File: src/rtl/keypad_scan_gen.sv
// keypad_scan_gen
//   Debounced matrix-keypad scanner with a press/release event queue.
//   One active-low row is driven at a time, scanning from row[ROWS-1] down
//   to row[0]. The active-low columns are sampled on the last dwell cycle
//   of each row. A frame is committed to `key` once it has been identical
//   for DEBOUNCE consecutive frames. Each changed bit then becomes one
//   event in a valid/ready FIFO, lowest index first.
//
//   Optional feature: define KEYPAD_SCAN_GHOST_MASK_EN to reject frames in
//   which two rows share two or more pressed columns. Such a frame pulses
//   `ghost` and resets the stability count.
//
// Ports
//   clk      : system clock
//   rst      : asynchronous active-high reset
//   col      : column sense, active-low
//   row      : row drive, one-cold active-low
//   key      : debounced key bitmap, bit r*COLS+c = row r / column c
//   change   : one-cycle pulse when `key` updates
//   ev_valid : event queue non-empty
//   ev_code  : key index of head event
//   ev_press : head event is a press (1) or a release (0)
//   ev_ready : consumer accepts head event
//   ghost    : one-cycle pulse on a rejected (ghosted) frame
module keypad_scan_gen #(
  parameter int unsigned ROWS       = 4,
  parameter int unsigned COLS       = 4,
  parameter int unsigned SCAN_DIV   = 1000,
  parameter int unsigned DEBOUNCE   = 4,
  parameter int unsigned FIFO_DEPTH = 4
) (
  input  logic                         clk,
  input  logic                         rst,
  input  logic [COLS-1:0]              col,
  output logic [ROWS-1:0]              row,
  output logic [ROWS*COLS-1:0]         key,
  output logic                         change,
  output logic                         ev_valid,
  output logic [$clog2(ROWS*COLS)-1:0] ev_code,
  output logic                         ev_press,
  input  logic                         ev_ready,
  output logic                         ghost
);

  localparam int unsigned N  = ROWS * COLS;
  localparam int unsigned CW = $clog2(N);
  localparam int unsigned RW = $clog2(ROWS);
  localparam int unsigned DW = $clog2(SCAN_DIV);
  localparam int unsigned SW = $clog2(DEBOUNCE + 1);
  localparam int unsigned PW = $clog2(FIFO_DEPTH);

  typedef logic [CW:0] entry_t;  // {code, press}

  logic [RW-1:0] row_idx_q, row_idx_d;
  logic [DW-1:0] dwell_q, dwell_d;
  logic [N-1:0]  raw_q, raw_d, prev_q, prev_d, key_q, key_d, diff_q, diff_d;
  logic [SW-1:0] stable_q, stable_d;
  logic          change_q, change_d;
  logic          last_dwell, frame_end, frame_ghost;
  logic [CW-1:0] lo_idx;
  logic          push, pop, full;

  entry_t        mem_q [FIFO_DEPTH];
  logic [PW-1:0] wr_q, rd_q;
  logic [PW:0]   cnt_q;

`ifdef KEYPAD_SCAN_GHOST_MASK_EN
  logic ghost_q;

  // Two rows sharing two pressed columns form a rectangle whose fourth
  // corner may be a phantom key.
  function automatic logic is_ghost(input logic [N-1:0] f);
    logic [COLS-1:0] shared;
    is_ghost = 1'b0;
    for (int unsigned a = 0; a < ROWS; a++) begin
      for (int unsigned b = a + 1; b < ROWS; b++) begin
        shared = f[a*COLS +: COLS] & f[b*COLS +: COLS];
        if ((shared & (shared - COLS'(1))) != '0) is_ghost = 1'b1;
      end
    end
  endfunction
`endif

  assign ev_valid = (cnt_q != '0);
  assign full     = (cnt_q == (PW+1)'(FIFO_DEPTH));
  assign pop      = ev_valid && ev_ready;
  // A pop in the same cycle frees the slot, so a full queue still accepts.
  assign push     = (diff_q != '0) && (!full || pop);

  assign {ev_code, ev_press} = mem_q[rd_q];
  assign key    = key_q;
  assign change = change_q;

  always_comb begin
    row = '1;
    row[row_idx_q] = 1'b0;
  end

  always_comb begin
    row_idx_d   = row_idx_q;
    dwell_d     = dwell_q;
    raw_d       = raw_q;
    prev_d      = prev_q;
    key_d       = key_q;
    diff_d      = diff_q;
    stable_d    = stable_q;
    change_d    = 1'b0;
    frame_ghost = 1'b0;
    lo_idx      = '0;

    last_dwell = (dwell_q == DW'(SCAN_DIV - 1));
    frame_end  = last_dwell && (row_idx_q == '0);

    if (last_dwell) begin
      dwell_d   = '0;
      row_idx_d = (row_idx_q == '0) ? RW'(ROWS - 1) : row_idx_q - RW'(1);
      for (int unsigned r = 0; r < ROWS; r++) begin
        if (row_idx_q == RW'(r)) raw_d[r*COLS +: COLS] = ~col;
      end
    end else begin
      dwell_d = dwell_q + DW'(1);
    end

`ifdef KEYPAD_SCAN_GHOST_MASK_EN
    frame_ghost = is_ghost(raw_d);
`endif

    // raw_d already holds row[0]'s sample, so the full frame is judged here.
    if (frame_end) begin
      prev_d = raw_d;
      if (frame_ghost)
        stable_d = '0;
      else if (raw_d == prev_q)
        stable_d = (stable_q == SW'(DEBOUNCE)) ? stable_q : stable_q + SW'(1);
      else
        stable_d = SW'(1);

      // Pending events defer the commit; raw stays stable, so it retries.
      if (!frame_ghost && stable_d == SW'(DEBOUNCE) && raw_d != key_q &&
          diff_q == '0) begin
        diff_d   = raw_d ^ key_q;
        key_d    = raw_d;
        change_d = 1'b1;
      end
    end

    for (int unsigned i = N; i > 0; i--) begin
      if (diff_q[i-1]) lo_idx = CW'(i - 1);
    end
    if (push) diff_d[lo_idx] = 1'b0;
  end

  always_ff @(posedge clk or posedge rst) begin
    if (rst) begin
      row_idx_q <= RW'(ROWS - 1);
      dwell_q   <= '0;
      raw_q     <= '0;
      prev_q    <= '0;
      key_q     <= '0;
      diff_q    <= '0;
      stable_q  <= '0;
      change_q  <= 1'b0;
    end else begin
      row_idx_q <= row_idx_d;
      dwell_q   <= dwell_d;
      raw_q     <= raw_d;
      prev_q    <= prev_d;
      key_q     <= key_d;
      diff_q    <= diff_d;
      stable_q  <= stable_d;
      change_q  <= change_d;
    end
  end

  always_ff @(posedge clk or posedge rst) begin
    if (rst) begin
      for (int unsigned i = 0; i < FIFO_DEPTH; i++) mem_q[i] <= '0;
      wr_q  <= '0;
      rd_q  <= '0;
      cnt_q <= '0;
    end else begin
      if (push) begin
        mem_q[wr_q] <= {lo_idx, key_q[lo_idx]};
        wr_q        <= wr_q + PW'(1);
      end
      if (pop) rd_q <= rd_q + PW'(1);
      case ({push, pop})
        2'b10:   cnt_q <= cnt_q + (PW+1)'(1);
        2'b01:   cnt_q <= cnt_q - (PW+1)'(1);
        default: cnt_q <= cnt_q;
      endcase
    end
  end

`ifdef KEYPAD_SCAN_GHOST_MASK_EN
  always_ff @(posedge clk or posedge rst) begin
    if (rst) ghost_q <= 1'b0;
    else     ghost_q <= frame_end && frame_ghost;
  end
  assign ghost = ghost_q;
`else
  assign ghost = 1'b0;
`endif

endmodule

File: config.mk
export PLATFORM = sky130hd
export DESIGN_NAME = keypad_scan_gen
export DESIGN_NICKNAME = d
export VERILOG_FILES = /design/src/rtl/keypad_scan_gen.sv
export SDC_FILE = /design/constraint.sdc
export NUM_CORES = 1
export LEC_CHECK = 0
export CORE_UTILIZATION = 60
export DETAILED_ROUTE_END_ITERATION = 7
export PLACE_DENSITY = 0.79
export SLEW_MARGIN = 10
export SYNTH_ARGS = -nofsm -noshare
export SYNTH_HDL_FRONTEND = slang
export SYNTH_SLANG_ARGS = --single-unit
File: constraint.sdc
create_clock -name clk -period 4.1 [get_ports clk]
set_input_delay 0.82 -clock clk [delete_from_list [all_inputs] [get_ports clk]]
set_output_delay 0.82 -clock clk [all_outputs]
set_load 0.01 [all_outputs]
==> results.tsv, run 1 <==
metric	value	unit
outcome	completed	
cap_violations	0	
async_flop_share	100	%
worst_slew_margin_rel	29.4	%
reg2reg_depth	10	
max_freq	0.280	GHz
yosys_most_used_dff	sky130_fd_sc_hd__dfrtp_1	
timing.critical_path.arrival	3.84	ns
cts_clk_pin_slew_worst_paths	0.11	ns
cts.sinks	107	
postRouteWirelength	14100	um
netlist_instances	558	
placement.cell_area	6320	um2
drt_pre_antenna_iters	5	
worst-path-max-fanout	17	
number_of_nets_at_the_end_of_the_flow	624	
chipHeight	99.8	um
via_count_of_the_first_global_routing_pass	4305	
period_needed	3.58	ns
dieArea	9960	um2
design_area	6540	um2
antenna-diode-count	0	
tritoncts.num_buffers	9	
layout-drive-gt1-share	12.8	%
routabilityCongestion	0.953	
cts-root-buf	sky130_fd_sc_hd__clkbuf_8	
cts_max_level	3	
timing.hold.worst.class	reg -> reg	
rsz0062_at_grt	false	
dieWidth	99.8	um
final.setup.tns	0	ns
initial_core_util	62.1	%
endpoint_kind	flip-flop	
multi_input_area	2830	um2
portBuffers	33	
post_cts_resize_count	0	
setup.worst_path.class	reg -> reg	
overflow	0	
synthesis.area_per_instance	10.3	um2
seq_area_frac_synth	46.7	%
timing.critical_path.required	4.36	ns
drt_iter0_drc	298	
final_min_period_over_clock_period	87.2	%
hold-path-cell-count	1	
top_level_pins	35	
ys_ff_latch	107	
grtUsageTotal	29.6	%
synth_cell_types	61	
setup_viol	0	
hold_viol_final	0	
cp-start-kind	flip-flop	
yosys_warnings	0	
grt_start_max_net_pins	58	
fill_cells	704	
antenna_left	0	
power.static_leakage	0.00282	uW
max_slew_vio_count	0	
via_count	4512	
floorplan.core_area	9240	um2
total_number_of_placement_rows	35	
cts-hold-fix-buffers	0	
final-seq-area	2680	um2
power.density_cell_area	303	nW/um2
routedWlPerCell	19.1	um
synth-edff-count	0	
detailed_place_hpwl	10300	um
skew	0.0146	ns
cts_tree	yes	
area.growth.synth_to_final	13.9	%
via_per_inst	6.11	
clkLatencyLatePin	0.37	ns
post_syn_nets	578	
postcts_setup_bufs	0	
global_route_wire_length_before_repair	22500	um
vdd.ir_drop.worst	224	uV
drc	0	
max_slew.worst_pin.slew	1.06	ns
initial_antenna_violation_count	0	
clockBufferDepth	2	
reg2reg_slack	0.52	ns
syn_area	5740	um2
## where the power goes
group | switching [uW] | internal [uW]
Clock | 394 | 301
Combinational | 78.3 | 80.7
Sequential | 45.7 | 1080
## area by class of cell
class | count | share of cell area (%)
clock inverter | 7 | 1.44
inverter | 37 | 2.16
clock buffer | 9 | 1.90
multi-input combinational | 394 | 43.3
timing repair buffer | 55 | 7.77
sequential | 107 | 41.0
tap | 129 | 2.47
## cells in the final DEF, fill, tap and decap left out, types with 3 or more instances in the layout
cell / instances
sky130_fd_sc_hd__inv_1: 35
sky130_fd_sc_hd__mux2_4: 8
sky130_fd_sc_hd__clkdlybuf4s50_1: 33
sky130_fd_sc_hd__xor2_1: 12
sky130_fd_sc_hd__xnor2_1: 29
sky130_fd_sc_hd__mux2_2: 16
sky130_fd_sc_hd__and3_1: 5
sky130_fd_sc_hd__ha_1: 12
sky130_fd_sc_hd__nor2_1: 36
sky130_fd_sc_hd__nand2b_1: 6
sky130_fd_sc_hd__nor3_1: 6
sky130_fd_sc_hd__o21ai_0: 23
sky130_fd_sc_hd__a22oi_1: 4
sky130_fd_sc_hd__clkbuf_8: 9
sky130_fd_sc_hd__o22ai_1: 3
sky130_fd_sc_hd__mux2_1: 8
sky130_fd_sc_hd__a2bb2oi_1: 19
sky130_fd_sc_hd__or3_1: 5
sky130_fd_sc_hd__buf_4: 21
sky130_fd_sc_hd__nand3_1: 10
sky130_fd_sc_hd__dfrtp_1: 105
sky130_fd_sc_hd__a41oi_1: 4
sky130_fd_sc_hd__o31ai_1: 6
sky130_fd_sc_hd__nand2_1: 66
sky130_fd_sc_hd__mux2i_1: 15
sky130_fd_sc_hd__nor4_1: 25
sky130_fd_sc_hd__a211oi_1: 3
sky130_fd_sc_hd__nor2b_1: 4
sky130_fd_sc_hd__and2_1: 4
sky130_fd_sc_hd__mux4_2: 5
sky130_fd_sc_hd__nand4_1: 11
sky130_fd_sc_hd__a21oi_1: 19
## synth_stat cells (8+ instances only)
library cell	number	share of area [%]
sky130_fd_sc_hd__inv_1	36	2.4
sky130_fd_sc_hd__nor4_1	25	2.7
sky130_fd_sc_hd__ha_1	12	2.6
sky130_fd_sc_hd__mux2i_1	15	2.6
sky130_fd_sc_hd__xnor2_1	29	4.4
sky130_fd_sc_hd__clkbuf_1	13	0.85
sky130_fd_sc_hd__nand2_1	66	4.3
sky130_fd_sc_hd__mux2_4	8	2.1
sky130_fd_sc_hd__o21ai_0	23	2.0
sky130_fd_sc_hd__nor2_1	36	2.4
sky130_fd_sc_hd__nand4_1	11	1.2
sky130_fd_sc_hd__mux2_1	8	1.6
sky130_fd_sc_hd__mux2_2	16	3.1
sky130_fd_sc_hd__nand3_1	10	0.87
sky130_fd_sc_hd__a2bb2oi_1	19	2.9
sky130_fd_sc_hd__dfrtp_1	105	46
sky130_fd_sc_hd__a21oi_1	19	1.7
sky130_fd_sc_hd__xor2_1	12	1.8
## critical path: stages (launching register included)
cell and delay [ns]:
sky130_fd_sc_hd__dfstp_2 0.58, sky130_fd_sc_hd__ha_1 0.22, sky130_fd_sc_hd__nand4_1 0.27, sky130_fd_sc_hd__nor3_1 0.52, sky130_fd_sc_hd__mux2_2 0.45, sky130_fd_sc_hd__xnor2_1 0.22, sky130_fd_sc_hd__nand4_1 0.14, sky130_fd_sc_hd__nor4_1 0.24
sky130_fd_sc_hd__or4_1 0.16, sky130_fd_sc_hd__buf_4 0.29, sky130_fd_sc_hd__mux2_1 0.37
## flip-flops by register name, summed over array words and instances (netlist names)
| signal | cells |
|---|---|
| cnt_q | 3 |
| rd_q | 2 |
| stable_q | 3 |
| wr_q | 2 |
| key | 16 |
| prev_q | 16 |
| diff_q | 16 |
| raw_q | 16 |
| change | 1 |
| row_idx_q | 2 |
| mem_q | 20 |
| dwell_q | 10 |
## worst paths after layout
| kind | startpoint | to |
|---|---|---|
| worst max-delay path | row_idx_q[0] | key[1] |
| worst min-delay path | cnt_q[2] | cnt_q[2] |
| worst max register to register | row_idx_q[0] | key[1] |
| worst min register to register | cnt_q[2] | cnt_q[2] |
| max in group asynchronous | rst | key[5] |
| min in group asynchronous | rst | dwell_q[6] |
## layer usage
layer | GRT usage [%] | routed length [um] | up-vias
met4 | 12.0 | 439 | 0
li1 | - | - | 2102
met1 | 42.9 | 6330 | 2187
met2 | 43.8 | 6390 | 188
met5 | 0 | 0 | -
met3 | 6.34 | 920 | 35
## metrics by stage
step | power, uW | std cells | hold slack, ns | util [%] | worst slack [ns]
CTS | 2000 | 738 | 0.482 | 70.7 | 0.560
finish | 1980 | 738 | 0.480 | 70.7 | 0.524
detailed placement | 1310 | 722 | 0.464 | 68.4 | 0.390
floorplan | 1260 | 558 | 0.445 | - | 0.466
global route | 2050 | 738 | 0.523 | 70.7 | 0.244
global placement | 1300 | 722 | 0.456 | 68.4 | 0.512
## kinds of logic (layout without fill, tap and decap cells)
logic type,after synthesis,after routing,share of synthesized area [%]
simple gates,191,191,17.0
flops,107,107,46.7
compound gates,96,96,11.6
buf+inv,57,108,4.01
mux,52,52,11.4
xor+xnor,41,41,6.26
fa+ha+maj,13,13,2.97
other cells,1,1,0.0654
(Power assumes the default switching activity.)
==> inputs of run 2 (changes only) <==
MAX_ROUTING_LAYER = met4   (was not set)
==> run 2 against run 1 <==
Sequential power about the same; largest cell class unchanged; routed wire length decreased by 0.58%; sequential cell count unchanged; global-route usage increased by 1.4 points; maximum frequency decreased by 1.3%; cell area decreased by 0.40%; clock skew increased by 0.0015 ns; non-clock buffer count unchanged; critical path depth increased by 1; worst setup slack got worse by 0.046 ns; via count increased by 0.35%.
==> results.tsv, run 2 (same netlist as run 1, synthesis figures left out) <==
metric	value	unit
outcome	completed	
via_per_inst	6.14	
critical_path.n_buffers_inverters	2	
p_comb_share	8.2	%
max_slew.worst_pin.slew	1.05	ns
via_count	4528	
power.density_cell_area	297	nW/um2
layout-drive-gt1-share	12.8	%
number_of_nets_at_the_end_of_the_flow	624	
postcts_setup_bufs	0	
setup.worst_path.class	reg -> reg	
cts_max_level	3	
grt_start_max_net_pins	55	
clkLatencyLatePin	0.38	ns
drt_iter0_drc	299	
tritoncts.num_buffers	9	
layout.cells.most_common	sky130_fd_sc_hd__dfrtp_1	
routedWlPerCell	19.0	um
fin_total_pwr	1930	uW
routabilityCongestion	0.939	
final.setup.tns	0	ns
antenna_left	0	
fill_cells	721	
timing.critical_path.required	4.37	ns
worst_slew_margin_rel	29.9	%
crit_path_top_delay_cell	sky130_fd_sc_hd__dfrtp_1	
cts-root-buf	sky130_fd_sc_hd__clkbuf_8	
p_switching	521	uW
detailed_place_hpwl	10400	um
largest_register_ff_count	20	
finalHoldWorstSlack	0.488	ns
timing.hold.worst.class	reg -> reg	
overflow	0	
dieWidth	99.8	um
global_route_wire_length_before_repair	22900	um
portBuffers	33	
max_freq	0.276	GHz
skew	0.0161	ns
power.static_leakage	0.00281	uW
via_count_of_the_first_global_routing_pass	4462	
chipHeight	99.8	um
grtUsageTotal	31.0	%
power_frac_seq	58.4	%
initial_antenna_violation_count	0	
cp-start-kind	flip-flop	
hold-path-cell-count	1	
cts.sinks	107	
layout_common_cells	sky130_fd_sc_hd__dfrtp_1 (105), sky130_fd_sc_hd__nand2_1 (66), sky130_fd_sc_hd__nor2_1 (36), sky130_fd_sc_hd__inv_1 (35), sky130_fd_sc_hd__clkdlybuf4s50_1 (33)	
initial_core_util	62.1	%
clockBufferDepth	2	
cts-hold-fix-buffers	0	
setup_viol	0	
antenna-diode-count	0	
final_min_period_over_clock_period	88.3	%
clock_power_share	33.4	%
total_number_of_placement_rows	35	
most_prevalent_standard_cell_on_the_critical_path	sky130_fd_sc_hd__buf_4	
longest_individual_stage_delay_on_the_worst_path	0.41	ns
floorplan.core_area	9240	um2
timing.critical_path.cells	ha_1 -> nand4bb_1 -> nor4_4 -> buf_4 -> mux2i_1 -> xnor2_1 -> nand4_1 -> nor4_1 -> or4_1 -> buf_4 -> mux2_1	
cellInternalPower	1410	uW
dieArea	9960	um2
worstSetupPathDepth	11	
cts_tree	yes	
hold_viol_final	0	
cts_clk_pin_slew_worst_paths	0.11	ns
sw_frac_of_total	26.9	%
post_cts_resize_count	0	
drt_pre_antenna_iters	5	
postRouteWirelength	14000	um
drc	0	
top_level_pins	35	
period_needed	3.62	ns
endpoint_kind	flip-flop	
worst-path-max-fanout	17	
reg2reg_depth	11	
cap_violations	0	
largest-register	mem_q	
rsz0062_at_grt	false	
vdd.ir_drop.worst	179	uV
timing.critical_path.arrival	3.89	ns
area.growth.synth_to_final	13.5	%
max_slew_vio_count	0	
cpLargestDelayFamily	simple AND/OR/NAND/NOR gates	
==> run 2: cell types whose count changed in the layout (fill, tap and decap cells not counted) <==
| cell | delta |
|---|---|
| sky130_fd_sc_hd__clkinv_4 | +1 |
| sky130_fd_sc_hd__clkinv_2 | +1 |
| sky130_fd_sc_hd__clkinv_8 | -1 |
| sky130_fd_sc_hd__clkbuf_8 | +1 |
| sky130_fd_sc_hd__bufinv_16 | -1 |
| sky130_fd_sc_hd__clkinvlp_4 | -1 |
==> run 2: final cells by class <==
cell class	count	area, um2	area share (%)
multi-input cells	394	2830	43.4
flip-flops and latches	107	2680	41.2
repair buffers	55	508	7.80
well taps	129	161	2.48
inverters	37	141	2.17
clock buffers	10	138	2.11
clock inverters	6	53.8	0.827
==> run 2: power groups by stage <==
stage	logic (uW)	clock network (uW)	registers, uW
2_1_floorplan	143	0	1120
3_3_place_gp	151	0	1150
3_5_place_dp	161	0	1150
4_1_cts	162	653	1130
5_1_grt	179	693	1140
6_report	158	646	1130
==> run 2: metal layers <==
layer,track usage [%],vias to the layer above,part of all wire [%]
li1,-,2091,-
met1,44.2,2225,45
met2,46.0,187,46
met3,5.15,25,7.3
met4,9.62,0,2.1
met5,-,-,0
==> run 2: path summary, 6_finish.rpt <==
| path | startpoint | end | slack, ns |
|---|---|---|---|
| min in group asynchronous | rst | dwell_q[0] | 0.89 |
| max in group asynchronous | rst | raw_q[4] | 2.48 |
| setup / recovery | dwell_q[1] | key[15] | 0.48 |
| hold reg to reg | cnt_q[2] | cnt_q[2] | 0.49 |
| hold / removal | cnt_q[2] | cnt_q[2] | 0.49 |
| setup reg to reg | dwell_q[1] | key[15] | 0.48 |
==> run 2: metrics by stage <==
| stage | util, % | instance area (um2) | setup slack (ns) | std cells |
|---|---|---|---|---|
| after floorplan | - | 5740 | 0.466 | 558 |
| after global placement | 68.4 | 6320 | 0.494 | 722 |
| after detailed placement | 68.4 | 6320 | 0.473 | 722 |
| after CTS | 70.4 | 6510 | 0.494 | 738 |
| after global routing | 70.4 | 6510 | 0.273 | 738 |
| final | 70.4 | 6510 | 0.478 | 738 |
==> inputs of run 3 (changes only) <==
CORE_UTILIZATION = 64   (was 60)
DONT_BUFFER_PORTS = 1   (was not set)
==> run 3 against run 2 <==
Worst setup slack got worse by 0.21 ns; clock skew decreased by 0.0063 ns; routed wire length decreased by 3.8%; clock-buffer cell count decreased by 1; sequential cell count unchanged; sequential power about the same; via count decreased by 1.4%; clock power decreased by 3%; global-route usage increased by 0.12 points; sequential share of layout area increased by 2.6 points; highest routed layer unchanged.
==> results.tsv, run 3 (same netlist as run 1, synthesis figures left out) <==
metric	value	unit
dieArea	9350	um2
final-seq-area	2680	um2
via_count	4465	
layout-drive-gt1-share	13.1	%
drc	0	
tritoncts.num_buffers	9	
layout_common_cells	sky130_fd_sc_hd__dfrtp_1 (105), sky130_fd_sc_hd__nand2_1 (66), sky130_fd_sc_hd__nor2_1 (36), sky130_fd_sc_hd__inv_1 (35), sky130_fd_sc_hd__xnor2_1 (29)	
global_route_wire_length_before_repair	22400	um
vdd.ir_drop.worst	216	uV
hold_viol_final	0	
cts_max_level	3	
setup.worst_path.class	reg -> reg	
cts_clk_pin_slew_worst_paths	0.10	ns
endpoint_kind	flip-flop	
cts-root-buf	sky130_fd_sc_hd__clkbuf_8	
fill_cells	661	
clockBufferDepth	2	
max_slew_vio_count	0	
grt_start_max_net_pins	75	
clkLatencyLatePin	0.36	ns
max_freq	0.261	GHz
period_needed	3.83	ns
floorplan.core_area	8680	um2
max_slew.worst_pin.slew	0.893	ns
routedWlPerCell	19.8	um
top_level_pins	35	
cp-start-kind	flip-flop	
layout.cells.most_common	sky130_fd_sc_hd__dfrtp_1	
fin_total_pwr	1890	uW
antenna_left	0	
final.setup.tns	0	ns
multi_input_area	2830	um2
via_count_of_the_first_global_routing_pass	4313	
postRouteWirelength	13500	um
cap_violations	0	
cts-hold-fix-buffers	0	
power.static_leakage	0.00268	uW
antenna-diode-count	0	
skew	0.00982	ns
cts_tree	yes	
power.density_cell_area	309	nW/um2
area.growth.synth_to_final	6.70	%
total_number_of_placement_rows	34	
number_of_nets_at_the_end_of_the_flow	590	
initial_antenna_violation_count	0	
worst-path-max-fanout	12	
routabilityCongestion	0.976	
detailed_place_hpwl	10100	um
initial_core_util	66.1	%
portBuffers	0	
worst_slew_margin_rel	40.5	%
chipHeight	96.7	um
timing.hold.worst.class	reg -> reg	
timing.critical_path.arrival	4.08	ns
postcts_setup_bufs	0	
rsz0062_at_grt	false	
via_per_inst	6.56	
cts.sinks	107	
drt_iter0_drc	255	
largest-register	mem_q	
setup_viol	0	
overflow	0	
timing.critical_path.required	4.35	ns
largest_register_ff_count	20	
drt_pre_antenna_iters	4	
dieWidth	96.7	um
grtUsageTotal	31.2	%
post_cts_resize_count	0	
outcome	completed	
final_min_period_over_clock_period	93.5	%
-- run 3: cell count changes in the layout (fill, tap and decap cells not counted) --
cell / delta
sky130_fd_sc_hd__clkdlybuf4s50_1: -33
sky130_fd_sc_hd__inv_6: -2
sky130_fd_sc_hd__inv_8: -2
sky130_fd_sc_hd__buf_12: -1
sky130_fd_sc_hd__bufinv_16: +1
sky130_fd_sc_hd__clkbuf_8: -1
sky130_fd_sc_hd__clkinv_2: +1
sky130_fd_sc_hd__clkinvlp_4: +1
-- run 3: path summary, 6_finish.rpt --
check | from | endpoint | slack (ns) | depth (start not counted)
worst max register to register | dwell_q[0] | key[15] | 0.27 | 9
worst min-delay path | cnt_q[2] | cnt_q[2] | 0.49 | 1
worst max-delay path | dwell_q[0] | key[15] | 0.27 | 9
max in group asynchronous | rst | diff_q[9] | 2.81 | 2
min in group asynchronous | rst | mem_q[16] | 0.52 | 1
worst min register to register | cnt_q[2] | cnt_q[2] | 0.49 | 1
-- run 3: where the power goes --
| group | total (uW) | switching, uW | leakage [uW] | internal (uW) |
|---|---|---|---|---|
| Sequential | 1130 | 44.5 | 0.00132 | 1080 |
| Clock | 626 | 351 | 0.0000909 | 275 |
| Combinational | 140 | 71.5 | 0.00127 | 68.1 |
-- run 3: cell type report --
class,count,area share [%]
multi-input combinational,394,46.2
sequential,107,43.8
timing repair buffer,21,2.58
inverter,37,2.31
tap,108,2.21
clock buffer,9,2.02
clock inverter,5,0.920
-- run 3: stage by stage --
step / area, um2 / util, % / worst slack, ns / hold slack [ns] / cells
CTS: 6120 / 70.5 / 0.319 / 0.489 / 681
global placement: 5940 / 68.5 / 0.448 / 0.457 / 667
global route: 6120 / 70.5 / 0.00169 / 0.507 / 681
detailed placement: 5940 / 68.5 / 0.338 / 0.470 / 667
floorplan: 5740 / - / 0.466 / 0.445 / 558
finish: 6120 / 70.5 / 0.267 / 0.487 / 681
-- run 3: critical path: stages (launching register included) --
cell and delay, ns:
sky130_fd_sc_hd__dfrtp_1 0.41, sky130_fd_sc_hd__ha_1 0.26, sky130_fd_sc_hd__nand4bb_1 0.44, sky130_fd_sc_hd__nor3_2 0.55, sky130_fd_sc_hd__mux2_2 0.45, sky130_fd_sc_hd__xnor2_1 0.20, sky130_fd_sc_hd__nand4_2 0.12, sky130_fd_sc_hd__or4_1 0.69
sky130_fd_sc_hd__buf_4 0.27, sky130_fd_sc_hd__mux2_1 0.32
-- run 3: layer usage --
metal	share of wire, %	GRT usage, %	up-vias
met2	46	45.9	194
met3	7.1	5.71	37
li1	-	-	2013
met5	0	-	-
met4	2.8	11.9	0
met1	44	43.3	2221
